`src/rtl/spi_slave.sv`:
```
// SPI mode-0 slave (8-bit frames, MSB first) behind a zero-wait-state register bus.
// Define SPI_SLAVE_IRQ_EN to enable the CTRL register and the registered receive interrupt.
module spi_slave #(
  parameter int SYNC_STAGES = 2
) (
  input  logic        HCLK,
  input  logic        RSTn,
  input  logic        spi_sel,
  input  logic        spi_req,
  input  logic        spi_write,
  input  logic [1:0]  spi_addr,
  input  logic [7:0]  spi_wdata,
  output logic        spi_gnt,
  output logic        spi_rvalid,
  output logic [31:0] spi_rdata,
  input  logic        SCK,
  input  logic        SSn,
  input  logic        MOSI,
  output logic        MISO,
  output logic        irq
);

  typedef enum logic [1:0] {
    ST_IDLE  = 2'd0,
    ST_LOAD  = 2'd1,
    ST_SHIFT = 2'd2
  } state_e;

  logic [SYNC_STAGES-1:0] sck_sync_q, sck_sync_d;
  logic [SYNC_STAGES-1:0] ss_sync_q, ss_sync_d;
  logic [SYNC_STAGES-1:0] mosi_sync_q, mosi_sync_d;
  logic [SYNC_STAGES-1:0] primed_q, primed_d;
  logic                   sck_prev_q, ss_prev_q;
  logic                   ss_armed_q, ss_armed_d;
  logic                   sck_s, ss_s, mosi_s;
  logic                   sck_rise, sck_fall, ss_fall, busy;

  state_e     state_q, state_d;
  logic [7:0] tx_shift_q, tx_shift_d;
  logic [7:0] tx_hold_q, tx_hold_d;
  logic [7:0] rx_shift_q, rx_shift_d;
  logic [7:0] rx_byte_q, rx_byte_d;
  logic [2:0] bit_cnt_q, bit_cnt_d;
  logic       rx_full_q, rx_full_d;
  logic       tx_empty_q, tx_empty_d;
  logic       overrun_q, overrun_d;
  logic       rvalid_q, rvalid_d;
  logic [31:0] rdata_q, rdata_d;

  logic gnt, wr_data, rd_data, wr_status, tx_load, byte_done, ctrl_en;

  // Synchronizer shift chains; primed_q marks when the last stage reflects the real pins.
  always_comb begin
    sck_sync_d  = sck_sync_q;
    ss_sync_d   = ss_sync_q;
    mosi_sync_d = mosi_sync_q;
    primed_d    = primed_q;
    for (int i = 1; i < SYNC_STAGES; i++) begin
      sck_sync_d[i]  = sck_sync_q[i-1];
      ss_sync_d[i]   = ss_sync_q[i-1];
      mosi_sync_d[i] = mosi_sync_q[i-1];
      primed_d[i]    = primed_q[i-1];
    end
    sck_sync_d[0]  = SCK;
    ss_sync_d[0]   = SSn;
    mosi_sync_d[0] = MOSI;
    primed_d[0]    = 1'b1;
  end

  assign sck_s    = sck_sync_q[SYNC_STAGES-1];
  assign ss_s     = ss_sync_q[SYNC_STAGES-1];
  assign mosi_s   = mosi_sync_q[SYNC_STAGES-1];
  assign sck_rise = sck_s & ~sck_prev_q;
  assign sck_fall = ~sck_s & sck_prev_q;
  assign ss_fall  = ~ss_s & ss_prev_q;
  assign busy     = ~ss_s;

  // A frame may only start after SSn has been seen high at the pin since reset.
  assign ss_armed_d = ss_armed_q | (primed_q[SYNC_STAGES-1] & ss_s);

  assign gnt       = spi_req & spi_sel;
  assign spi_gnt   = gnt;
  assign wr_data   = gnt & spi_write & (spi_addr == 2'd0);
  assign rd_data   = gnt & ~spi_write & (spi_addr == 2'd0);
  assign wr_status = gnt & spi_write & (spi_addr == 2'd1);

  always_comb begin
    state_d = state_q;
    case (state_q)
      ST_IDLE:  if (ss_fall && ss_armed_q) state_d = ST_LOAD;
      ST_LOAD:  state_d = ss_s ? ST_IDLE : ST_SHIFT;
      ST_SHIFT: if (ss_s) state_d = ST_IDLE;
      default:  state_d = ST_IDLE;
    endcase
  end

  assign tx_load   = (state_q == ST_LOAD) |
                     ((state_q == ST_SHIFT) & ~ss_s & sck_fall & (bit_cnt_q == 3'd0));
  assign byte_done = (state_q == ST_SHIFT) & ~ss_s & sck_rise & (bit_cnt_q == 3'd7);

  always_comb begin
    tx_shift_d = tx_shift_q;
    tx_hold_d  = tx_hold_q;
    tx_empty_d = tx_empty_q;
    rx_shift_d = rx_shift_q;
    rx_byte_d  = rx_byte_q;
    bit_cnt_d  = bit_cnt_q;
    rx_full_d  = rx_full_q;
    overrun_d  = overrun_q;

    if (tx_load) begin
      tx_shift_d = tx_empty_q ? 8'h00 : tx_hold_q;
      tx_empty_d = 1'b1;
    end else if ((state_q == ST_SHIFT) && !ss_s && sck_fall) begin
      tx_shift_d = {tx_shift_q[6:0], 1'b0};
    end
    // A bus write in the same cycle as a load lands after it.
    if (wr_data) begin
      tx_hold_d  = spi_wdata;
      tx_empty_d = 1'b0;
    end

    if (state_q == ST_LOAD) begin
      bit_cnt_d = 3'd0;
    end else if (state_q == ST_SHIFT) begin
      if (ss_s) begin
        bit_cnt_d  = 3'd0;
        rx_shift_d = 8'h00;
      end else if (sck_rise) begin
        rx_shift_d = {rx_shift_q[6:0], mosi_s};
        bit_cnt_d  = bit_cnt_q + 3'd1;
      end
    end

    if (rd_data) rx_full_d = 1'b0;
    if (wr_status && spi_wdata[2]) overrun_d = 1'b0;
    if (byte_done) begin
      rx_byte_d = {rx_shift_q[6:0], mosi_s};
      rx_full_d = 1'b1;
      if (rx_full_q && !rd_data) overrun_d = 1'b1;
    end
  end

  always_comb begin
    rvalid_d = gnt;
    rdata_d  = 32'h0;
    if (gnt && !spi_write) begin
      case (spi_addr)
        2'd0:    rdata_d = {24'h0, rx_byte_q};
        2'd1:    rdata_d = {28'h0, busy, overrun_q, tx_empty_q, rx_full_q};
        2'd2:    rdata_d = {31'h0, ctrl_en};
        default: rdata_d = 32'h0;
      endcase
    end
  end

  always_ff @(posedge HCLK or negedge RSTn) begin
    if (!RSTn) begin
      sck_sync_q  <= '0;
      ss_sync_q   <= '1;
      mosi_sync_q <= '0;
      primed_q    <= '0;
      sck_prev_q  <= 1'b0;
      ss_prev_q   <= 1'b1;
      ss_armed_q  <= 1'b0;
      state_q     <= ST_IDLE;
      tx_shift_q  <= 8'h00;
      tx_hold_q   <= 8'h00;
      rx_shift_q  <= 8'h00;
      rx_byte_q   <= 8'h00;
      bit_cnt_q   <= 3'd0;
      rx_full_q   <= 1'b0;
      tx_empty_q  <= 1'b1;
      overrun_q   <= 1'b0;
      rvalid_q    <= 1'b0;
      rdata_q     <= 32'h0;
    end else begin
      sck_sync_q  <= sck_sync_d;
      ss_sync_q   <= ss_sync_d;
      mosi_sync_q <= mosi_sync_d;
      primed_q    <= primed_d;
      sck_prev_q  <= sck_s;
      ss_prev_q   <= ss_s;
      ss_armed_q  <= ss_armed_d;
      state_q     <= state_d;
      tx_shift_q  <= tx_shift_d;
      tx_hold_q   <= tx_hold_d;
      rx_shift_q  <= rx_shift_d;
      rx_byte_q   <= rx_byte_d;
      bit_cnt_q   <= bit_cnt_d;
      rx_full_q   <= rx_full_d;
      tx_empty_q  <= tx_empty_d;
      overrun_q   <= overrun_d;
      rvalid_q    <= rvalid_d;
      rdata_q     <= rdata_d;
    end
  end

  assign spi_rvalid = rvalid_q;
  assign spi_rdata  = rdata_q;
  assign MISO       = busy & tx_shift_q[7];

`ifdef SPI_SLAVE_IRQ_EN
  logic ctrl_en_q, ctrl_en_d, irq_q, irq_d, wr_ctrl;

  assign wr_ctrl = gnt & spi_write & (spi_addr == 2'd2);

  always_comb begin
    ctrl_en_d = ctrl_en_q;
    if (wr_ctrl) ctrl_en_d = spi_wdata[0];
    irq_d = rx_full_q & ctrl_en_q;
  end

  always_ff @(posedge HCLK or negedge RSTn) begin
    if (!RSTn) begin
      ctrl_en_q <= 1'b0;
      irq_q     <= 1'b0;
    end else begin
      ctrl_en_q <= ctrl_en_d;
      irq_q     <= irq_d;
    end
  end

  assign ctrl_en = ctrl_en_q;
  assign irq     = irq_q;
`else
  assign ctrl_en = 1'b0;
  assign irq     = 1'b0;
`endif

endmodule

```
`config.mk`:
```
export PLATFORM = sky130hd
export DESIGN_NAME = spi_slave
export DESIGN_NICKNAME = d
export VERILOG_FILES = /design/src/rtl/spi_slave.sv
export SDC_FILE = /design/constraint.sdc
export NUM_CORES = 1
export LEC_CHECK = 0
export BUFFER_PORTS_ARGS = -buffer_cell sky130_fd_sc_hd__buf_2
export CORE_MARGIN = 2
export CORE_UTILIZATION = 25
export CTS_CLUSTER_DIAMETER = 200
export DETAILED_ROUTE_END_ITERATION = 10
export SLEW_MARGIN = 20
export SYNTH_ARGS = -nofsm -noshare
export SYNTH_HDL_FRONTEND = slang
export SYNTH_SLANG_ARGS = --single-unit
```
`constraint.sdc`:
```
create_clock -name HCLK -period 2.8 [get_ports HCLK]
set_clock_uncertainty 0.05 [all_clocks]
set_input_delay 0.42 -clock HCLK [delete_from_list [all_inputs] [get_ports HCLK]]
set_output_delay 0.42 -clock HCLK [all_outputs]
set_load 0.01 [all_outputs]
```
==> qor.csv, run 1 <==
stage,metric,value,unit
outcome,status,completed,
sta,fmax,505.2,MHz
cts,cts.sinks,59,
placed_design,io_buffers,28,
cts,cts-resized-gates,0,
die,start_util,25.82,%
placed_design,globalplace.congestion,0.7390,
synthesis,yosysWarnings,0,
die,core.rowCount,37,
synthesis,synth_area_per_cell,12.45,um2
synthesis,synth.yosys.seq_area_share,55.59,%
die,io_pins,54,
sta,worstMarginPinSlew,0.6407,ns
final_layout,nets,272,
sta,maxSlewHeadroom,57.20,%
power,power.density,798.9,nW/um2
drt,met3_length,240,um
drt,routed.top_layer,met4,
synthesis,synth_area,2665,um2
global_routing,overflow,0,
synthesis,synthCells,214,
synthesis,ys_seq_elements,59,
drt,met2_wirelength,2235,um
critical_path,cp-end-kind,flip-flop,
power,p_leak,1.499,nW
placed_design,place_hpwl,3308,um
final_layout,syn2layout_area_growth,15.96,%
critical_path,start_kind,flip-flop,
sta,setup_viol,0,
final_layout,layout_common_cells,"dfrtp_1 (55), buf_2 (28), conb_1 (26), mux2_2 (16), clkbuf_8 (11)",
final_layout,drive_gt1_share,30.43,%
drt,drt-met1-wl,2095,um
die,die_y,107.3,um
synthesis,async_flop_share,100.0,%
die,core_area,10320,um2
sta,finalHoldViolations,0,
global_routing,grt_pass1_vias,1578,
cts,cts_setup_buffers,0,
synthesis,synth_ff_type,dfrtp_1,
critical_path,crit_arrival,2.14,ns
drt,vias_per_cell,4.211,
cts,cts_tree,built,
power,peakVddDrop,0.2449,mV
global_routing,grt_usage,8.894,%
sta,post-route-min-period,1.979,ns
cts,clk_latency,0.33,ns
synthesis,synth-edff-count,0,
final_layout,antenna_cells,0,
global_routing,grt_max_degree,22,
critical_path,cp_max_fo,18,
final_layout,fill_cells,1043,
drt,drcViolationCount,0,
die,die-area,11500,um2
drt,dr.pass1.iters,4,
cts,cts_htree_levels,3,
hold_path,hold_class,in2reg,
job,maxCapViolations,0,
critical_path,cp.required,2.96,ns
sta,setup_tns,0,ns
sta,rsz0062_at_grt,false,
final_layout,finalCoreUtilization,29.94,%
final_layout,final_common_cell,dfrtp_1,
sta,period_share,70.69,%
cts,numCtsBuffers,9,
drt,postRouteAntennaNets,0,
drt,drtIter0Drc,79,
cts,cts_root_buf,clkbuf_8,
synthesis,synth.distinct_cells,38,
drt,num_vias,1638,
critical_path,path_class,reg2reg,
drt,wl,4686,um
sta,finalMaxSlewViolations,0,
cts,path_clk_slew,0.06,ns
global_routing,grt_pass1_wl,7707,um
drt,drt-wirelength-per-cell,12.05,um
cts,cts.path.max_buffers,2,
die,die_width,107.3,um
global_routing,antenna_found_initial,0,
==> worst paths after layout <==
path / start / to / slack (ns) / depth (start not counted)
min reg2reg: mosi_sync_q[0] / mosi_sync_q[1] / 0.30 / 0
min: SSn / ss_sync_q[0] / 0.13 / 1
max in group asynchronous: RSTn / ss_prev_q / 1.46 / 3
min in group asynchronous: RSTn / spi_rdata[0] / 0.53 / 2
max reg2reg: state_q[1] / rx_shift_q[3] / 0.82 / 5
max: state_q[1] / rx_shift_q[3] / 0.82 / 5
==> layout make-up <==
cell class | count | area (um2) | share of cell area [%]
well taps | 136 | 170.2 | 5.506
repair buffers | 32 | 172.7 | 5.587
flip-flops and latches | 59 | 1481 | 47.94
inverters | 10 | 37.54 | 1.215
clock buffers | 12 | 155.1 | 5.020
clock inverters | 4 | 72.57 | 2.348
multi-input cells | 136 | 1001 | 32.39
==> synth_stat cells, drive strengths merged, types with 4 or more instances <==
| cell | count | area share [%] |
|---|---|---|
| nand3 | 8 | 1.7 |
| a31oi | 7 | 1.6 |
| inv | 10 | 1.4 |
| o21ai | 4 | 0.75 |
| nand2 | 5 | 0.70 |
| dfstp | 4 | 3.9 |
| nor2b | 10 | 2.3 |
| nor3 | 8 | 1.7 |
| a22o | 6 | 2.0 |
| buf | 32 | 8.7 |
| and2 | 5 | 1.2 |
| ha | 6 | 2.8 |
| o211ai | 8 | 2.3 |
| dfrtp | 55 | 52 |
| mux2 | 24 | 11 |
==> power breakdown <==
group / internal, mW / switching, mW
Sequential: 0.997 / 0.0930
Combinational: 0.221 / 0.288
Clock: 0.548 / 0.321
==> flip-flops by register name (all words and copies together) (netlist names), 2 cells and up <==
signal and flops:
mosi_sync_q 2, bit_cnt_q 3, primed_q 2, rx_byte_q 8
rx_shift_q 7, sck_sync_q 2, tx_hold_q 8, tx_shift_q 8
state_q 2, spi_rdata 8, ss_sync_q 2
==> critical path, cell delays in order, from the launching register on <==
cell	delay, ns
dfrtp_1	0.41
inv_1	0.09
ha_1	0.53
inv_2	0.20
o211a_1	0.27
mux2_2	0.31
==> logic make-up (layout without fill, tap and decap cells) <==
kind of cell               after synthesis  in the layout  synth area share, %
other                                    2             26               0.2818
buffers and inverters                   43             58                10.23
DFF                                     59             59                55.59
adders and majority gates                6              6                2.817
and+or+nand+nor                         46             46                10.56
AOI/OAI and AO/OA                       34             34                9.249
muxes                                   24             24                11.27
==> timing repair <==
item / in CTS / in global routing
endpoints found under the setup margin: 0 / 0
hold buffers: 1 / 0
endpoints found under the hold margin: 11 / 0
==> layer usage <==
layer	track usage, %	vias to the layer above
met5	0	-
met4	5.751	0
met3	3.027	11
met2	13.56	61
met1	10.67	801
li1	-	765
==> metrics by stage <==
stage / instances / setup slack, ns / hold WS (ns) / power (mW) / cell area, um2
finish: 389 / 0.8207 / 0.1325 / 2.469 / 3090
global route: 389 / 0.6888 / 0.1104 / 2.620 / 3090
CTS: 389 / 0.8208 / 0.1121 / 2.500 / 3090
detailed placement: 372 / 0.8344 / 0.2879 / 1.612 / 2853
global placement: 372 / 0.8979 / 0.2827 / 1.599 / 2853
floorplan: 238 / 1.153 / 0.07441 / 1.520 / 2755
Power figures use the tool's default switching activity.
==> run 2, diff against run 1 <==
clock period = 1.8 ns   (was 2.8 ns; I/O delays follow)
==> qor.csv, run 2 (synthesis results as in run 1) <==
stage,metric,value,unit,change
outcome,status,completed,,
power,p_comb_share,22.8,%,+2.2 points
cts,clk_latency,0.33,ns,about the same
critical_path,slowest_stage,dfrtp_1,,
sta,fmax,600.2,MHz,+19%
cts,cts.path.max_buffers,2,,unchanged
power,pwr-share-clk,33.2,%,-2.0 points
final_layout,drive_gt1_share,32.44,%,+2.0 points
placed_design,io_buffers,28,,unchanged
sta,worstMarginPinSlew,0.5821,ns,-0.05854 ns
drt,vias_per_cell,4.153,,-1.4%
hold_path,hold_class,in2reg,,
global_routing,antenna_found_initial,0,,unchanged
drt,dr.pass1.iters,4,,unchanged
global_routing,grt_usage,9.052,%,+0.16 points
drt,drtIter0Drc,83,,+5.1%
die,core.rowCount,37,,unchanged
die,start_util,25.82,%,unchanged
sta,setup_viol,0,,unchanged
sta,finalMaxSlewViolations,0,,unchanged
global_routing,grt_pass1_wl,7866,um,+2.1%
critical_path,cp_cell_sequence,nor2b_1 -> o211a_1 -> mux2_2,,
critical_path,cp_slowest_stage_delay,0.38,ns,-0.15 ns
drt,drt-wirelength-per-cell,12.03,um,-0.11%
power,power,3.843,mW,+56%
die,core_area,10320,um2,unchanged
final_layout,antenna_cells,0,,unchanged
cts,cts_setup_buffers,0,,unchanged
global_routing,grt_max_degree,32,,+45%
critical_path,cp.required,1.97,ns,-0.99 ns
power,p_int,2.747,mW,+55%
critical_path,crit_arrival,1.83,ns,-0.31 ns
global_routing,overflow,0,,unchanged
final_layout,syn2layout_area_growth,19.53,%,
die,io_pins,54,,unchanged
critical_path,cp_max_fo,7,,-11
cts,cts_root_buf,clkbuf_8,,
power,p_leak,1.544,nW,+3.0%
drt,postRouteAntennaNets,0,,unchanged
final_layout,fill_cells,1039,,-0.38%
final_layout,multi_input_area,1020,um2,+1.9%
power,p_sw_share,28.53,%,+0.080 points
placed_design,globalplace.congestion,0.7235,,-2.1%
drt,num_vias,1653,,+0.92%
critical_path,start_kind,flip-flop,,
sta,finalHoldViolations,0,,unchanged
sta,maxSlewHeadroom,61.19,%,+4.0 points
critical_path,crit_buf_inv,0,,-2
final_layout,final_common_cell,dfrtp_1,,
die,die-area,11500,um2,unchanged
critical_path,rrSetupSlack,0.13,ns,-0.69 ns
final_layout,nets,281,,+3.3%
critical_path,cp-end-kind,flip-flop,,
cts,numCtsBuffers,9,,unchanged
cts,cts_htree_levels,3,,unchanged
cts,path_clk_slew,0.07,ns,about the same
power,pwr-share-seq,44.0,%,-0.2 points
cts,cts.sinks,59,,unchanged
sta,setup_tns,0,ns,unchanged
critical_path,crit_family,flip-flops,,
global_routing,grt_pass1_vias,1659,,+5.1%
drt,drcViolationCount,0,,unchanged
sta,rsz0062_at_grt,false,,
die,die_y,107.3,um,unchanged
job,maxCapViolations,0,,unchanged
power,power.density,1206,nW/um2,+51%
critical_path,path_class,reg2reg,,
power,switching_power,1.097,mW,+56%
final_layout,layout_common_cells,"dfrtp_1 (55), buf_2 (28), conb_1 (26), mux2_2 (16), clkbuf_8 (13)",,
final_layout,seq_area,1481,um2,unchanged
die,die_width,107.3,um,unchanged
drt,wl,4789,um,+2.2%
power,peakVddDrop,0.3538,mV,+44%
sta,period_share,92.56,%,+22 points
placed_design,place_hpwl,3459,um,+4.6%
cts,cts_tree,built,,
sta,post-route-min-period,1.666,ns,-0.3132 ns
## run 2: cell type report
cell class / instances / share of cell area (%)
multi-input combinational: 136 / 32.01
clock inverter: 1 / 0.9427
inverter: 10 / 1.178
timing repair buffer: 41 / 8.170
clock buffer: 15 / 5.852
sequential: 59 / 46.50
tap: 136 / 5.342
## run 2: repair_timing
| action | CTS | global route |
|---|---|---|
| endpoints found under the setup margin | 0 | 16 |
| resized for setup | 0 | 4 |
| hold buffers | 4 | 0 |
| hold endpoints to repair | 13 | 0 |
## run 2: worst register-to-register path, cell delays in order (launching register included)
cell	delay [ns]
dfrtp_1	0.38
nor2b_1	0.37
o211a_1	0.37
mux2_2	0.38
## run 2: worst paths after layout
kind / startpoint / endpoint / cells after the start
max in group asynchronous: RSTn / tx_empty_q / 3
setup reg to reg: sck_sync_q[1] / rx_shift_q[3] / 3
setup / recovery: sck_sync_q[1] / rx_shift_q[3] / 3
hold / removal: spi_wdata[6] / tx_hold_q[6] / 2
min in group asynchronous: RSTn / tx_hold_q[3] / 2
hold reg to reg: mosi_sync_q[0] / mosi_sync_q[1] / 0
## run 2: per-layer routing
metal | share of wire (%) | wire (um) | vias to the layer above | global-route usage (%)
li1 | - | - | 789 | -
met1 | 46 | 2190 | 807 | 11.02
met3 | 4.6 | 221 | 11 | 3.087
met2 | 47 | 2257 | 46 | 13.88
met5 | 0 | 0 | - | 0
met4 | 2.5 | 119 | 0 | 5.288
## run 2: power groups by stage
stage / clock network [mW] / logic (mW) / registers (mW)
6_report: 1.28 / 0.876 / 1.69
5_1_grt: 1.37 / 0.994 / 1.71
4_1_cts: 1.31 / 0.867 / 1.69
3_5_place_dp: 0 / 0.849 / 1.71
3_3_place_gp: 0 / 0.825 / 1.71
2_1_floorplan: 0 / 0.696 / 1.67
## run 2: stage by stage
| step | cells | instance area, um2 | utilization (%) | hold slack [ns] | worst slack, ns |
|---|---|---|---|---|---|
| after floorplan | 238 | 2755 | - | -0.07559 | 0.1528 |
| after global placement | 378 | 2910 | 28.19 | 0.1482 | 0.1214 |
| after detailed placement | 378 | 2910 | 28.19 | 0.1515 | 0.04252 |
| after CTS | 398 | 3167 | 30.68 | 0.09419 | 0.03601 |
| after global routing | 398 | 3186 | 30.86 | 0.09509 | 0.004142 |
| final | 398 | 3186 | 30.86 | 0.1051 | 0.1340 |
